<file path="src/rtl/reaction_pkg.sv">
// Shared types and constants for the reaction-time game.
// Holds the FSM state enum, the HEX display command codes, the LFSR seed
// and small helpers used by the game FSM.
package reaction_pkg;

    localparam int unsigned LFSR_W = 16;
    localparam int unsigned MS_W   = 14;
    localparam int unsigned CNT_W  = 16;
    localparam int unsigned HEX_W  = 3;

    typedef enum logic [2:0] {
        ST_IDLE = 3'd0,
        ST_WAIT = 3'd1,
        ST_GO   = 3'd2,
        ST_SOON = 3'd3,
        ST_DONE = 3'd4
    } state_t;

    localparam logic [HEX_W-1:0] HEX_OFF  = 3'b000;
    localparam logic [HEX_W-1:0] HEX_PLAY = 3'b001;
    localparam logic [HEX_W-1:0] HEX_SOON = 3'b010;
    localparam logic [HEX_W-1:0] HEX_TIME = 3'b100;

    localparam logic [LFSR_W-1:0] LFSR_SEED = 16'hACE1;

    // Fibonacci LFSR step, taps 16,14,13,11 (bits 15,13,12,10)
    function automatic logic [LFSR_W-1:0] lfsr_next(input logic [LFSR_W-1:0] v);
        return {v[14:0], v[15] ^ v[13] ^ v[12] ^ v[10]};
    endfunction

    // Display command shown while in a given state
    function automatic logic [HEX_W-1:0] hex_for_state(input state_t s);
        logic [HEX_W-1:0] h;
        h = HEX_OFF;
        case (s)
            ST_IDLE: h = HEX_PLAY;
            ST_SOON: h = HEX_SOON;
            ST_DONE: h = HEX_TIME;
            default: h = HEX_OFF;
        endcase
        return h;
    endfunction

endpackage

</file>
<file path="src/rtl/ms_tick_gen.sv">
// Millisecond prescaler: counts 0..MS_TICKS-1 and flags the last count.
// Ports: clk, rst (sync, active-high), clear (restart count at 0),
//        tick (high for the one cycle the count sits at MS_TICKS-1).
// After a clear the first tick is consumed MS_TICKS edges later.
module ms_tick_gen #(
    parameter int unsigned MS_TICKS = 50_000
) (
    input  logic clk,
    input  logic rst,
    input  logic clear,
    output logic tick
);

    localparam int unsigned PW = (MS_TICKS > 1) ? $clog2(MS_TICKS) : 1;
    localparam logic [PW-1:0] LAST = PW'(MS_TICKS - 1);

    logic [PW-1:0] count;

    // Wrapping prescaler counter
    always_ff @(posedge clk) begin
        if (rst || clear) begin
            count <= '0;
        end else if (count == LAST) begin
            count <= '0;
        end else begin
            count <= count + PW'(1);
        end
    end

    // Decoded straight from the counter register
    assign tick = (count == LAST);

endmodule

</file>
<file path="src/rtl/reaction_game_fsm.sv">
// Reaction-time game controller.
// Waits a pseudo-random delay after a start press, lights go_led, and
// measures the time to the react press in milliseconds.
// Ports: clk, rst (sync, active-high), start, react (player buttons, levels)
//        hex_instructions (display command), go_led, reaction_ms (last
//        latched time), busy (high in WAIT and GO). All outputs registered.
module reaction_game_fsm
    import reaction_pkg::*;
#(
    parameter int unsigned CLK_HZ      = 50_000_000,
    parameter int unsigned MIN_WAIT_MS = 1000,
    parameter int unsigned MAX_MS      = 9999
) (
    input  logic             clk,
    input  logic             rst,
    input  logic             start,
    input  logic             react,
    output logic [HEX_W-1:0] hex_instructions,
    output logic             go_led,
    output logic [MS_W-1:0]  reaction_ms,
    output logic             busy
);

    localparam int unsigned MS_TICKS = CLK_HZ / 1000;

    state_t              state;
    state_t              state_next;
    logic                start_q;
    logic                react_q;
    logic                start_armed;
    logic                start_press_c;
    logic                react_press_c;
    logic [LFSR_W-1:0]   lfsr;
    logic [CNT_W-1:0]    ms_cnt;
    logic [CNT_W-1:0]    ms_cnt_next;
    logic [CNT_W-1:0]    wait_ms;
    logic [CNT_W-1:0]    wait_ms_next;
    logic [MS_W-1:0]     reaction_next;
    logic                clear_c;
    logic                tick;

    ms_tick_gen #(
        .MS_TICKS (MS_TICKS)
    ) u_tick (
        .clk   (clk),
        .rst   (rst),
        .clear (clear_c),
        .tick  (tick)
    );

    // Input edge detection; start_armed blocks a level held through reset
    always_ff @(posedge clk) begin
        if (rst) begin
            start_q     <= 1'b0;
            react_q     <= 1'b0;
            start_armed <= ~start;
        end else begin
            start_q     <= start;
            react_q     <= react;
            start_armed <= start_armed | ~start;
        end
    end

    assign start_press_c = start & ~start_q & start_armed;
    assign react_press_c = react & ~react_q;

    // Free-running random source
    always_ff @(posedge clk) begin
        if (rst) begin
            lfsr <= LFSR_SEED;
        end else begin
            lfsr <= lfsr_next(lfsr);
        end
    end

    // Next-state and datapath updates
    always_comb begin
        state_next    = state;
        ms_cnt_next   = ms_cnt;
        wait_ms_next  = wait_ms;
        reaction_next = reaction_ms;
        case (state)
            ST_IDLE, ST_SOON, ST_DONE: begin
                if (start_press_c) begin
                    state_next   = ST_WAIT;
                    ms_cnt_next  = '0;
                    wait_ms_next = CNT_W'(MIN_WAIT_MS) + CNT_W'(lfsr[10:0]);
                end
            end
            ST_WAIT: begin
                // react wins even on the tick that would end the wait
                if (react_press_c) begin
                    state_next = ST_SOON;
                end else if (tick) begin
                    if (ms_cnt + CNT_W'(1) >= wait_ms) begin
                        state_next  = ST_GO;
                        ms_cnt_next = '0;
                    end else begin
                        ms_cnt_next = ms_cnt + CNT_W'(1);
                    end
                end
            end
            ST_GO: begin
                if (react_press_c) begin
                    reaction_next = MS_W'(ms_cnt);
                    state_next    = ST_DONE;
                end else if (tick) begin
                    if (ms_cnt + CNT_W'(1) >= CNT_W'(MAX_MS)) begin
                        reaction_next = MS_W'(MAX_MS);
                        state_next    = ST_DONE;
                    end else begin
                        ms_cnt_next = ms_cnt + CNT_W'(1);
                    end
                end
            end
            default: begin
                state_next = ST_IDLE;
            end
        endcase
    end

    // Restart the prescaler whenever a timed state is entered
    always_comb begin
        clear_c = 1'b0;
        if ((state_next != state) &&
            ((state_next == ST_WAIT) || (state_next == ST_GO))) begin
            clear_c = 1'b1;
        end
    end

    // State register and registered outputs
    always_ff @(posedge clk) begin
        if (rst) begin
            state            <= ST_IDLE;
            hex_instructions <= HEX_PLAY;
            go_led           <= 1'b0;
            busy             <= 1'b0;
            reaction_ms      <= '0;
            ms_cnt           <= '0;
            wait_ms          <= '0;
        end else begin
            state            <= state_next;
            hex_instructions <= hex_for_state(state_next);
            go_led           <= (state_next == ST_GO);
            busy             <= (state_next == ST_WAIT) || (state_next == ST_GO);
            reaction_ms      <= reaction_next;
            ms_cnt           <= ms_cnt_next;
            wait_ms          <= wait_ms_next;
        end
    end

endmodule

</file>
<file path="config.mk">
export PLATFORM = sky130hd
export DESIGN_NAME = reaction_game_fsm
export DESIGN_NICKNAME = d
export VERILOG_FILES = /design/src/rtl/reaction_pkg.sv /design/src/rtl/ms_tick_gen.sv /design/src/rtl/reaction_game_fsm.sv
export SDC_FILE = /design/constraint.sdc
export NUM_CORES = 1
export LEC_CHECK = 0
export CORE_AREA = 2 2 134 136
export CTS_BUF_LIST = sky130_fd_sc_hd__clkbuf_2
export CTS_CLUSTER_SIZE = 16
export DETAILED_ROUTE_END_ITERATION = 8
export DIE_AREA = 0 0 136 138
export GPL_TIMING_DRIVEN = 1
export HOLD_SLACK_MARGIN = 0.05
export SYNTH_ARGS = -nofsm -noshare
export SYNTH_HDL_FRONTEND = slang
export SYNTH_SLANG_ARGS = --single-unit
</file>
<file path="constraint.sdc">
create_clock -name clk -period 4 [get_ports clk]
set_input_delay 0.4 -clock clk [delete_from_list [all_inputs] [get_ports clk]]
set_output_delay 0.4 -clock clk [all_outputs]
set_load 0.02 [all_outputs]
</file>
==> impl_metrics.json <==
{
  "power_density_nw_per_um2": 326,
  "initial_core_util_pct": 24.3,
  "irDropWorstVdd_mv": 0.146,
  "max_slew_margin_pct": 44.6,
  "seq_area_frac_synth_pct": 40.0,
  "cp-endpoint": "u_tick.count[2]",
  "grt_pass1_wl_um": 15700,
  "ctsHoldBuffers": 0,
  "startpoint_type": "flop",
  "drtAntennaViolNets": 0,
  "clockBufferDepth": 2,
  "wl_per_cell_um": 12.4,
  "ys_warn_count": 0,
  "synth_edf_count": 0,
  "p_sw_w": 0.000415,
  "hold_viol_final": 0,
  "layout.nets": 529,
  "root_buffer": "clkbuf_2",
  "ioPinCount": 23,
  "area_growth_pct": 13.2,
  "critPathLaunch": "ms_cnt[0]",
  "n_antenna_cell": 0,
  "synthArstFlopShare_pct": 0,
  "die_h_um": 138,
  "drt_iter0_drc": 275,
  "antenna_found_initial": 0,
  "grt_max_degree": 43,
  "reg2reg_to": "u_tick.count[2]",
  "clock_skew_ps": 33.1,
  "maxCapViolations": 0,
  "timing.fmax_ghz": 0.280,
  "cts.clk_slew.worst_paths_ps": 230,
  "core_area_um2": 17500,
  "final_util_pct": 27.5,
  "totalWireLength_um": 9250,
  "cts_tree": "done",
  "reg2reg_slack_ps": 420,
  "r2r-start": "ms_cnt[0]",
  "cts_max_level": 3,
  "dr_total_vias": 3423,
  "tns_ps": 0,
  "grt-ovfl-total": 0,
  "grt_pass1_vias": 3179,
  "first_pass_iters": 5,
  "ys_types": 53,
  "seqPwrFrac_pct": 57.2,
  "endpoint_kind": "flop",
  "rows": 49,
  "outcome": "finished clean",
  "dp_hpwl_um": 6550,
  "grt_use_total_pct": 10.2,
  "cts_sinks": 85,
  "period_share_pct": 89.4,
  "p_comb_share_pct": 10.8,
  "syn_area_um2": 4260,
  "ys.flop_type": "dfxtp_1",
  "ys_seq_elements": 85,
  "die_x_um": 136,
  "drc": 0,
  "worst_pin_slew_ps": 827,
  "cts_setup_buffers": 0,
  "power_frac_clock_pct": 32.0,
  "cts_buffers": 9,
  "timing.final.crit_period_ps": 3580,
  "p_int_w": 0.00116,
  "cts_resized": 0,
  "reg2reg_depth": 10,
  "rsz0062_at_grt": "no",
  "slew_violations": 0,
  "synthCells": 499,
  "gp_congestion": 0.898,
  "die-area_um2": 18800,
  "hp-class": "in -> reg",
  "via_per_inst": 4.61,
  "cp.required_ps": 4440,
  "avgSynthCellArea_um2": 8.53,
  "path_max_fanout": 16,
  "worstSetupPathType": "reg -> reg",
  "syn_nets": 519,
  "portBuffers": 22,
  "worstSkewPairLatency_ps": 550,
  "layout-drive-gt1-share_pct": 10.1,
  "leakagePower_nw": 1.75,
  "swShare_pct": 26.4,
  "critPathArrivalTime_ps": 4010,
  "setup_violations": 0
}
==> state kept, by name, summed over array words and instances (netlist names) <==
name and cells:
go_led 1, busy 1, u_tick.count 16, reaction_ms 14
react_q 1, hex_instructions 3, lfsr 16, ms_cnt 16
start_armed 1, state 3, wait_ms 12, start_q 1
==> through the flow <==
stage	hold WS, ps	setup slack, ps	cell area (um2)	cells	total power, W
final	381	424	4820	743	0.00157
after global routing	361	71.6	4820	743	0.00166
after CTS	332	320	4810	743	0.00159
after detailed placement	393	354	4670	727	0.00109
after global placement	393	487	4670	727	0.00108
after floorplan	389	792	4260	499	0.00103
==> synth_stat cells, types with 5 or more instances <==
cell type / instances / area (um2)
dfxtp_1: 85 / 1700
nand2_1: 55 / 206
nor2_1: 33 / 124
a21oi_1: 32 / 160
inv_1: 31 / 116
nand3_1: 22 / 110
clkbuf_1: 18 / 67.6
nor2b_1: 17 / 106
xnor2_1: 17 / 149
ha_1: 16 / 200
xor2_1: 16 / 140
a211oi_1: 14 / 105
nor3_1: 14 / 70.1
nor3_2: 10 / 100
o21ai_0: 8 / 40.0
or2_2: 8 / 50.1
or3_1: 8 / 50.1
and3_1: 7 / 43.8
a22oi_1: 6 / 45.0
nand4_1: 6 / 37.5
nor3b_1: 6 / 45.0
o32ai_1: 6 / 52.6
a221oi_1: 5 / 43.8
buf_2: 5 / 25.0
buf_4: 5 / 37.5
nand2b_1: 5 / 31.3
==> metal layers <==
layer	wire length [um]	vias up	GRT usage [%]
met5	0	-	0
met4	119	0	3.56
met3	410	11	2.79
met2	4280	68	15.7
met1	4440	1589	13.8
li1	-	1755	-
==> placed cells by master, fill, tap and decap left out, drive strengths merged, types with 3 or more instances in the layout <==
cell / Yosys / routed
dfxtp: 85 / 85
nand2: 55 / 55
nor2: 33 / 33
a21oi: 32 / 32
inv: 31 / 32
nor3: 24 / 24
nand3: 22 / 22
clkdlybuf4s50: 0 / 21
xnor2: 17 / 17
nor2b: 17 / 17
xor2: 16 / 16
ha: 16 / 16
a211oi: 15 / 15
clkbuf: 18 / 10
o21ai: 9 / 9
or3: 9 / 9
buf: 13 / 9
or2: 8 / 8
and3: 8 / 8
nand4: 7 / 7
nor3b: 6 / 6
a22oi: 6 / 6
o32ai: 6 / 6
nand2b: 5 / 5
a221oi: 5 / 5
and4: 5 / 5
a31oi: 4 / 4
nor4b: 3 / 3
a21o: 3 / 3
o31ai: 3 / 3
==> worst max-delay path, cell delays in order, from the launching register on <==
cell	delay, ps
dfxtp_1	540
ha_2	320
nand3_1	210
o21ai_0	310
a22oi_1	130
o311ai_0	620
a211oi_1	210
or3_4	410
a2111oi_4	340
buf_4	310
nor3_2	70
==> cells by family (layout without fill, tap and decap cells) <==
family | after synthesis | after routing | share of synthesized area [%]
xor gates and xnor gates | 33 | 33 | 6.79
AOI/OAI and AO/OA | 92 | 92 | 14.8
muxes | 1 | 1 | 0.235
DFF | 85 | 85 | 40.0
adders and majority gates | 16 | 16 | 4.70
and+or+nand+nor | 210 | 210 | 26.9
buffers and inverters | 62 | 77 | 6.58
==> how the worst min path moves through the flow <==
stage / endpoint / start / slack [ps] / cells past startpoint
3_3_place_gp: lfsr[15] / lfsr[14] / 390 / 1
2_1_floorplan: lfsr[15] / lfsr[14] / 390 / 1
6_report: react_q / rst / 380 / 2
3_5_place_dp: lfsr[15] / lfsr[14] / 390 / 1
4_1_cts: react_q / rst / 330 / 2
5_1_grt: react_q / rst / 360 / 2
==> power by group through the flow <==
stage                     Combinational, W  Sequential [W]  Clock, W
after CTS                         0.000170        0.000900  0.000524
final                             0.000169        0.000899  0.000503
after global placement            0.000169        0.000916         0
after global routing              0.000189        0.000905  0.000565
after detailed placement          0.000169        0.000916         0
after floorplan                   0.000115        0.000916         0
==> layout make-up <==
cell class,instances,area [um2]
fill,1937,12700
multi-input combinational,352,2290
sequential,85,1700
timing repair buffer,30,288
tap,229,287
inverter,31,116
clock inverter,6,85.1
clock buffer,10,50.0
Note: power is estimated with default switching activity, not from simulation.
